[config.mk]
export PLATFORM = sky130hd
export DESIGN_NAME = ad9361_ctrl_bank_flat
export DESIGN_NICKNAME = d
export VERILOG_FILES = /design/src/rtl/ad9361_ctrl_bank_pkg.sv /design/src/rtl/ad9361_ctrl_bank_if.sv /design/src/rtl/ad9361_ctrl_bank_trx_seq.sv /design/src/rtl/ad9361_ctrl_bank.sv /design/src/flat_wrapper.sv
export SDC_FILE = /design/constraint.sdc
export NUM_CORES = 1
export LEC_CHECK = 0
export CELL_PAD_IN_SITES_DETAIL_PLACEMENT = 0
export CELL_PAD_IN_SITES_GLOBAL_PLACEMENT = 1
export CORE_MARGIN = 2
export CORE_UTILIZATION = 45
export CTS_BUF_LIST = sky130_fd_sc_hd__clkbuf_8
export CTS_CLUSTER_SIZE = 8
export DETAILED_ROUTE_END_ITERATION = 16
export DONT_BUFFER_PORTS = 1
export PLACE_DENSITY = 0.73
export SLEW_MARGIN = 20
export SYNTH_ARGS = -nofsm -noshare
export SYNTH_HDL_FRONTEND = slang
export SYNTH_SLANG_ARGS = --single-unit
[constraint.sdc]
create_clock -name clk -period 8.6 [get_ports clk]
set_input_delay 0.86 -clock clk [delete_from_list [all_inputs] [get_ports clk]]
set_output_delay 0.86 -clock clk [all_outputs]
set_load 0.01 [all_outputs]
[src/rtl/ad9361_ctrl_bank_pkg.sv]
// Shared definitions for the AD9361 control register bank: register offsets,
// sequencer state encodings and defaults.
package ad9361_ctrl_bank_pkg;

  localparam int unsigned ADDR_W = 18;
  localparam int unsigned DATA_W = 32;
  localparam int unsigned SEQ_W  = 3;

  localparam logic [ADDR_W-1:0] AD9361REG_BASE = 18'h0_4000;

  localparam logic [ADDR_W-1:0] AD9361_RST        = 18'h100;
  localparam logic [ADDR_W-1:0] AD9361_EN         = 18'h110;
  localparam logic [ADDR_W-1:0] AD9361_TRX_REQ    = 18'h120;
  localparam logic [ADDR_W-1:0] AD9361_EN_AGC     = 18'h130;
  localparam logic [ADDR_W-1:0] AD9361_RF_CTRL_IN = 18'h140;
  localparam logic [ADDR_W-1:0] AD9361_GUARD      = 18'h150;
  localparam logic [ADDR_W-1:0] AD9361_STATUS     = 18'h160;

  localparam logic [SEQ_W-1:0] SEQ_RX      = 3'd0;
  localparam logic [SEQ_W-1:0] SEQ_SW_ON   = 3'd1;
  localparam logic [SEQ_W-1:0] SEQ_TRX_ON  = 3'd2;
  localparam logic [SEQ_W-1:0] SEQ_TX      = 3'd3;
  localparam logic [SEQ_W-1:0] SEQ_PA_OFF  = 3'd4;
  localparam logic [SEQ_W-1:0] SEQ_TRX_OFF = 3'd5;

  localparam int unsigned GUARD_DEF = 16;

endpackage

[src/rtl/ad9361_ctrl_bank_if.sv]
// Register bus shared by the peripheral register blocks (18-bit address, 32-bit data).
interface ad9361_ctrl_bank_if;
  import ad9361_ctrl_bank_pkg::*;

  logic              en;
  logic              wen;
  logic [ADDR_W-1:0] addr;
  logic [DATA_W-1:0] din;
  logic [DATA_W-1:0] dout;

  modport master (output en, output wen, output addr, output din, input dout);
  modport slave  (input en, input wen, input addr, input din, output dout);
endinterface

[src/rtl/ad9361_ctrl_bank_trx_seq.sv]
// Single-channel TX/RX turnaround sequencer: orders rf_sw, tx_rx and pa_en
// with a guard interval latched on entry to every transient state.
module trx_seq
  import ad9361_ctrl_bank_pkg::*;
#(
  parameter int unsigned CNT_W = 16
) (
  input  logic             clk,
  input  logic             rst,
  input  logic             req,
  input  logic [CNT_W-1:0] guard,
  output logic             rf_sw,
  output logic             tx_rx,
  output logic             pa_en,
  output logic [SEQ_W-1:0] state
);

  logic [SEQ_W-1:0] state_q, state_d;
  logic [CNT_W-1:0] cnt_q, cnt_d;
  logic             load_c;
  logic             rf_sw_q, tx_rx_q, pa_en_q;
  logic             rf_sw_d, tx_rx_d, pa_en_d;

  // State, dwell counter and outputs; reset drops every output at once.
  always_ff @(posedge clk or posedge rst) begin
    if (rst) begin
      state_q <= SEQ_RX;
      cnt_q   <= '0;
      rf_sw_q <= 1'b0;
      tx_rx_q <= 1'b0;
      pa_en_q <= 1'b0;
    end else begin
      state_q <= state_d;
      cnt_q   <= cnt_d;
      rf_sw_q <= rf_sw_d;
      tx_rx_q <= tx_rx_d;
      pa_en_q <= pa_en_d;
    end
  end

  // req is only looked at in the two steady states; transients run to completion.
  always_comb begin
    state_d = state_q;
    cnt_d   = cnt_q;
    load_c  = 1'b0;
    if (cnt_q != '0) cnt_d = cnt_q - CNT_W'(1);
    case (state_q)
      SEQ_RX: begin
        if (req) begin
          state_d = SEQ_SW_ON;
          load_c  = 1'b1;
        end
      end
      SEQ_SW_ON: begin
        if (cnt_q == '0) begin
          state_d = SEQ_TRX_ON;
          load_c  = 1'b1;
        end
      end
      SEQ_TRX_ON: begin
        if (cnt_q == '0) state_d = SEQ_TX;
      end
      SEQ_TX: begin
        if (!req) begin
          state_d = SEQ_PA_OFF;
          load_c  = 1'b1;
        end
      end
      SEQ_PA_OFF: begin
        if (cnt_q == '0) begin
          state_d = SEQ_TRX_OFF;
          load_c  = 1'b1;
        end
      end
      SEQ_TRX_OFF: begin
        if (cnt_q == '0) state_d = SEQ_RX;
      end
      default: state_d = SEQ_RX;
    endcase
    // Dwell of max(guard,1) cycles counts down to zero from guard-1.
    if (load_c) cnt_d = (guard == '0) ? '0 : guard - CNT_W'(1);

    rf_sw_d = (state_d != SEQ_RX);
    tx_rx_d = (state_d == SEQ_TRX_ON) || (state_d == SEQ_TX) || (state_d == SEQ_PA_OFF);
    pa_en_d = (state_d == SEQ_TX);
  end

  assign rf_sw = rf_sw_q;
  assign tx_rx = tx_rx_q;
  assign pa_en = pa_en_q;
  assign state = state_q;

endmodule

[src/rtl/ad9361_ctrl_bank.sv]
// AD9361 control register bank: register file with registered readback,
// reset pulse generator and one TX/RX sequencer per channel.
module ad9361_ctrl_bank
  import ad9361_ctrl_bank_pkg::*;
#(
  parameter logic [ADDR_W-1:0] BASE      = AD9361REG_BASE,
  parameter int unsigned       NCH       = 2,
  parameter int unsigned       CTRL_W    = 4,
  parameter int unsigned       CNT_W     = 16,
  parameter int unsigned       GUARD_DEF = ad9361_ctrl_bank_pkg::GUARD_DEF
) (
  input  logic                     clk,
  input  logic                     rst,
  ad9361_ctrl_bank_if.slave        bus,
  output logic                     ad9361_rstb,
  output logic [NCH-1:0]           ad9361_en,
  output logic [NCH-1:0]           ad9361_en_agc,
  output logic [NCH-1:0]           ad9361_tx_rx,
  output logic [NCH*CTRL_W-1:0]    rf_ctrl_in,
  output logic [NCH-1:0]           rf_sw,
  output logic [NCH-1:0]           pa_en
);

  localparam int unsigned RFC_W  = NCH * CTRL_W;
  localparam int unsigned STAT_W = SEQ_W * NCH;

  logic [ADDR_W-1:0] off_c;
  logic              wr_c, rd_c, rst_load_c, busy_c;
  logic [CNT_W-1:0]  rst_n_c;

  logic [NCH-1:0]    en_q, req_q, agc_q;
  logic [RFC_W-1:0]  rfc_q;
  logic [CNT_W-1:0]  guard_q;
  logic [CNT_W-1:0]  rst_cnt_q;
  logic              rstb_q;
  logic [DATA_W-1:0] dout_q, rd_data_c;
  logic [STAT_W-1:0] status_c;
  logic              unused_c;

  assign off_c      = bus.addr - BASE;
  assign wr_c       = bus.en & bus.wen;
  assign rd_c       = bus.en & ~bus.wen;
  assign rst_n_c    = bus.din[CNT_W-1:0];
  assign rst_load_c = wr_c && (off_c == AD9361_RST) && (rst_n_c != '0);
  assign busy_c     = (rst_cnt_q != '0) | ~rstb_q;
  assign unused_c   = &{1'b0, bus.din};

  // Writable registers.
  always_ff @(posedge clk or posedge rst) begin
    if (rst) begin
      en_q    <= '0;
      req_q   <= '0;
      agc_q   <= '0;
      rfc_q   <= '0;
      guard_q <= CNT_W'(GUARD_DEF);
    end else if (wr_c) begin
      case (off_c)
        AD9361_EN:         en_q    <= bus.din[NCH-1:0];
        AD9361_TRX_REQ:    req_q   <= bus.din[NCH-1:0];
        AD9361_EN_AGC:     agc_q   <= bus.din[NCH-1:0];
        AD9361_RF_CTRL_IN: rfc_q   <= bus.din[RFC_W-1:0];
        AD9361_GUARD:      guard_q <= bus.din[CNT_W-1:0];
        default: ;
      endcase
    end
  end

  // Reset pulse: a rewrite while rstb is already low keeps it low without a glitch.
  always_ff @(posedge clk or posedge rst) begin
    if (rst) begin
      rst_cnt_q <= '0;
      rstb_q    <= 1'b1;
    end else begin
      if (rst_load_c)            rst_cnt_q <= rst_n_c;
      else if (rst_cnt_q != '0)  rst_cnt_q <= rst_cnt_q - CNT_W'(1);
      rstb_q <= (rst_cnt_q == '0) & ~(rst_load_c & ~rstb_q);
    end
  end

  // Readback mux; unmapped offsets and unused upper bits read as zero.
  always_comb begin
    rd_data_c = '0;
    case (off_c)
      AD9361_RST:        rd_data_c = DATA_W'(busy_c);
      AD9361_EN:         rd_data_c = DATA_W'(en_q);
      AD9361_TRX_REQ:    rd_data_c = DATA_W'(req_q);
      AD9361_EN_AGC:     rd_data_c = DATA_W'(agc_q);
      AD9361_RF_CTRL_IN: rd_data_c = DATA_W'(rfc_q);
      AD9361_GUARD:      rd_data_c = DATA_W'(guard_q);
      AD9361_STATUS:     rd_data_c = DATA_W'(status_c);
      default:           rd_data_c = '0;
    endcase
  end

  always_ff @(posedge clk or posedge rst) begin
    if (rst)       dout_q <= '0;
    else if (rd_c) dout_q <= rd_data_c;
  end

  for (genvar c = 0; c < NCH; c++) begin : g_seq
    trx_seq #(.CNT_W(CNT_W)) u_seq (
      .clk   (clk),
      .rst   (rst),
      .req   (req_q[c]),
      .guard (guard_q),
      .rf_sw (rf_sw[c]),
      .tx_rx (ad9361_tx_rx[c]),
      .pa_en (pa_en[c]),
      .state (status_c[SEQ_W*c +: SEQ_W])
    );
  end

  assign bus.dout      = dout_q;
  assign ad9361_rstb   = rstb_q;
  assign ad9361_en     = en_q;
  assign ad9361_en_agc = agc_q;
  assign rf_ctrl_in    = rfc_q;

endmodule

[src/flat_wrapper.sv]
// flat-port wrapper written by rule: the top's interface ports become plain ports
module ad9361_ctrl_bank_flat import ad9361_ctrl_bank_pkg::*;
#(
  parameter logic [ADDR_W-1:0] BASE      = AD9361REG_BASE,
  parameter int unsigned       NCH       = 2,
  parameter int unsigned       CTRL_W    = 4,
  parameter int unsigned       CNT_W     = 16,
  parameter int unsigned       GUARD_DEF = ad9361_ctrl_bank_pkg::GUARD_DEF
)
  (clk, rst, ad9361_rstb, ad9361_en, ad9361_en_agc, ad9361_tx_rx, rf_ctrl_in, rf_sw, pa_en, bus_en, bus_wen, bus_addr, bus_din, bus_dout);
  ad9361_ctrl_bank_if bus_i ();
  input  logic clk;
  input  logic rst;
  output logic ad9361_rstb;
  output logic [NCH-1:0] ad9361_en;
  output logic [NCH-1:0] ad9361_en_agc;
  output logic [NCH-1:0] ad9361_tx_rx;
  output logic [NCH*CTRL_W-1:0] rf_ctrl_in;
  output logic [NCH-1:0] rf_sw;
  output logic [NCH-1:0] pa_en;
  input wire logic [$bits(bus_i.en)-1:0] bus_en;
  input wire logic [$bits(bus_i.wen)-1:0] bus_wen;
  input wire logic [$bits(bus_i.addr)-1:0] bus_addr;
  input wire logic [$bits(bus_i.din)-1:0] bus_din;
  output wire logic [$bits(bus_i.dout)-1:0] bus_dout;
  assign bus_i.en = bus_en;
  assign bus_i.wen = bus_wen;
  assign bus_i.addr = bus_addr;
  assign bus_i.din = bus_din;
  assign bus_dout = bus_i.dout;
  ad9361_ctrl_bank #(.BASE(BASE), .NCH(NCH), .CTRL_W(CTRL_W), .CNT_W(CNT_W), .GUARD_DEF(GUARD_DEF)) u_core (.clk(clk), .rst(rst), .bus(bus_i), .ad9361_rstb(ad9361_rstb), .ad9361_en(ad9361_en), .ad9361_en_agc(ad9361_en_agc), .ad9361_tx_rx(ad9361_tx_rx), .rf_ctrl_in(rf_ctrl_in), .rf_sw(rf_sw), .pa_en(pa_en));
endmodule
==> results.py <==
metrics = {
    "power_and_ir_drop": {
        "pwr_density_cell_nw_per_um2": 195,
        "ir_drop_v": 0.000122,
        "p_leak_nw": 2.76,
    },
    "cts": {
        "clkLatencyLatePin_ns": 0.38,
        "cts_tree": "built",
        "htree_levels": 3,
        "cts-root-buf": "clkbuf_8",
        "numCtsBuffers": 9,
        "cts.sinks": 107,
        "cts_setup_buffers": 0,
        "clock_path_buffers": 2,
        "cts_hold_buf": 0,
        "cts_resized": 0,
        "clkSlewWorstSetupHoldPaths_ns": 0.10,
    },
    "yosys": {
        "synth_area_leaders": "dfrtp_1 43%, mux2_2 6.0%, mux2i_1 6.0%",
        "synth_cell_types": 63,
        "synthCells": 619,
        "synth_top_area_frac": 0.426,
        "syn_area_per_cell_um2": 9.97,
        "synth_common_cells": "105 x dfrtp_1, 56 x nor2_1, 55 x nand2_1, 37 x mux2i_1, 33 x mux2_2",
        "synth_top_flop_cell": "dfrtp_1",
        "synth_most_common_cell": "dfrtp_1",
        "synth_area_um2": 6170,
        "ys_ff_latch": 107,
        "yosys.area.top_type": "dfrtp_1",
        "async_flop_share": 1.00,
        "yosysSeqAreaShare": 0.434,
        "synth_edf_count": 0,
        "yosysWarnings": 0,
    },
    "die": {
        "die_y_um": 121,
        "pin_count": 105,
        "rows": 42,
        "die_w_um": 121,
        "core_area_um2": 13300,
        "dieArea_um2": 14700,
        "start_util": 0.464,
    },
    "setup_path": {
        "slowest_delay_ns": 0.68,
        "crit_slowest_cell": "nor4b_1",
        "critPathKind": "flip-flop to flip-flop",
        "cp_num_buf_inv": 2,
        "crit_required_ns": 8.86,
        "reg2reg_slack_ns": 5.60,
        "path_max_fanout": 16,
        "worstSetupStartpointType": "flip-flop",
        "end_kind": "flip-flop",
        "crit_arrival_ns": 3.26,
        "crit_chain": "inv_1, ha_1, nor4b_1, and4_1, a311o_1, nor2_1, buf_4, mux2_2",
        "critPathTopFamily": "simple AND/OR/NAND/NOR gates",
    },
    "route": {
        "ant_nets": 0,
        "firstDrtPassIters": 4,
        "num_vias": 4554,
        "drc": 0,
        "wire_per_inst_um": 19.5,
        "finalWirelength_mm": 15.2,
        "drt-vias-per-instance": 5.84,
        "drt_iter0_drc": 282,
    },
    "place": {
        "dp_slack_ns": 5.29,
        "port_buffers": 0,
        "gp_congestion": 0.830,
        "place_area_um2": 6190,
        "hpwl_mm": 11.2,
    },
    "job": {
        "drv_cap": 0,
    },
    "sta": {
        "tightest_slew_ns": 0.915,
        "finalWorstPathRequiredPeriod_ns": 3.00,
        "fin_hold_ws_ns": 0.381,
        "setup_tns_ns": 0,
        "finalWorstSetupSlack_ns": 5.60,
        "rsz0062_at_grt": "false",
        "fin_worst_skew_ns": 0.0116,
        "maxSlewViolCount": 0,
        "setup_viol": 0,
        "hold_viol_final": 0,
        "clock.fmax_mhz": 333,
        "fin_crit_sh": 0.349,
        "max_slew_margin": 0.389,
    },
    "finish": {
        "diodes": 0,
        "design_area_um2": 6370,
        "nNetsFinal": 657,
        "syn_to_final_growth_pct": 3.22,
        "fillers": 1245,
        "layout-drive-gt1-share": 0.124,
    },
    "global_route": {
        "grt.total_usage": 0.212,
        "grt_max_degree": 69,
        "antenna_found_initial": 0,
        "grt.overflow.total": 0,
        "grt_pass1_wl_mm": 23.9,
        "grt_pass1_vias": 4387,
    },
    "outcome": {
        "status": "complete, no violations",
    },
    "min_path": {
        "hold_class": "input port to asynchronous set/reset pin",
    },
}
==> worst reg2reg max path, stage by stage (launching register included) <==
cell,delay [ns]
dfrtp_1,0.42
inv_1,0.09
ha_1,0.22
nor4b_1,0.68
and4_1,0.66
a311o_1,0.26
nor2_1,0.04
buf_4,0.22
mux2_2,0.30
==> cell usage in the layout, fill, tap and decap left out, drive strengths merged, types with 10 or more instances in the layout <==
cell,n
a21oi,27
a32o,10
clkbuf,11
conb,16
dfrtp,105
inv,21
mux2,42
mux2i,37
nand2,55
nand3,16
nor2,56
nor3,20
nor4,29
or4,13
xnor2,24
xor2,15
==> stage by stage <==
step                      power (W)  std cells  utilization
after CTS                   0.00125        780        0.479
final                       0.00124        780        0.479
after detailed placement   0.000957        764        0.466
after floorplan            0.000903        634            -
after global placement     0.000941        764        0.466
after global routing        0.00132        780        0.479
==> sequential cells by signal (all words and copies together) (netlist names) <==
register / count
u_core.rf_ctrl_in: 8
u_core.ad9361_en: 2
u_core.ad9361_rstb: 1
u_core.g_seq.u_seq.tx_rx: 2
u_core.bus.dout: 16
u_core.g_seq.u_seq.state: 6
u_core.req_q: 2
u_core.guard_q: 16
u_core.ad9361_en_agc: 2
u_core.rst_cnt_q: 16
u_core.g_seq.u_seq.pa_en: 2
u_core.g_seq.u_seq.cnt_q: 32
u_core.g_seq.u_seq.rf_sw: 2
==> where the power goes <==
group,switching [W],internal (W),leakage [nW]
clock,0.000175,0.000119,0.0925
sequential,0.0000877,0.000573,1.38
combinational,0.000144,0.000144,1.29
total,0.000407,0.000837,2.76
==> cells by family (layout without fill, tap and decap cells) <==
group | after synthesis | in the layout | synth area share
xor+xnor | 39 | 39 | 0.0553
buf+inv | 68 | 38 | 0.0567
other cells | 1 | 16 | 0.000607
compound gates | 86 | 86 | 0.0971
mux | 79 | 79 | 0.137
fa+ha+maj | 4 | 4 | 0.00811
simple gates | 235 | 235 | 0.211
flops | 107 | 107 | 0.434
==> path summary, 6_finish.rpt <==
kind                                           startpoint                        endpoint  cells after the start
setup / recovery           u_core.g_seq[0].u_seq.cnt_q[0]  u_core.g_seq[0].u_seq.cnt_q[0]                      8
hold / removal                                        rst  u_core.g_seq[1].u_seq.cnt_q[4]                      1
setup reg to reg           u_core.g_seq[0].u_seq.cnt_q[0]  u_core.g_seq[0].u_seq.cnt_q[0]                      8
hold reg to reg                        u_core.ad9361_rstb              u_core.ad9361_rstb                      2
max in group asynchronous                             rst              u_core.guard_q[14]                      2
min in group clk                       u_core.ad9361_rstb              u_core.ad9361_rstb                      2
==> per-layer routing <==
layer / vias up / global-route usage / part of all wire
met5: - / 0 / 0
met4: 0 / 0.0705 / 0.014
met3: 13 / 0.0456 / 0.052
met2: 108 / 0.318 / 0.46
met1: 2256 / 0.305 / 0.48
li1: 2177 / - / -
==> area by class of cell <==
cell class | count | area [um2] | share of cell area
well taps | 176 | 220 | 0.0346
repair buffers | 2 | 15.0 | 0.00236
multi-input cells | 459 | 3200 | 0.502
clock buffers | 11 | 151 | 0.0238
inverters | 20 | 77.6 | 0.0122
clock inverters | 5 | 28.8 | 0.00452
flip-flops and latches | 107 | 2680 | 0.421
No activity file was read; power rests on OpenSTA's default activity.
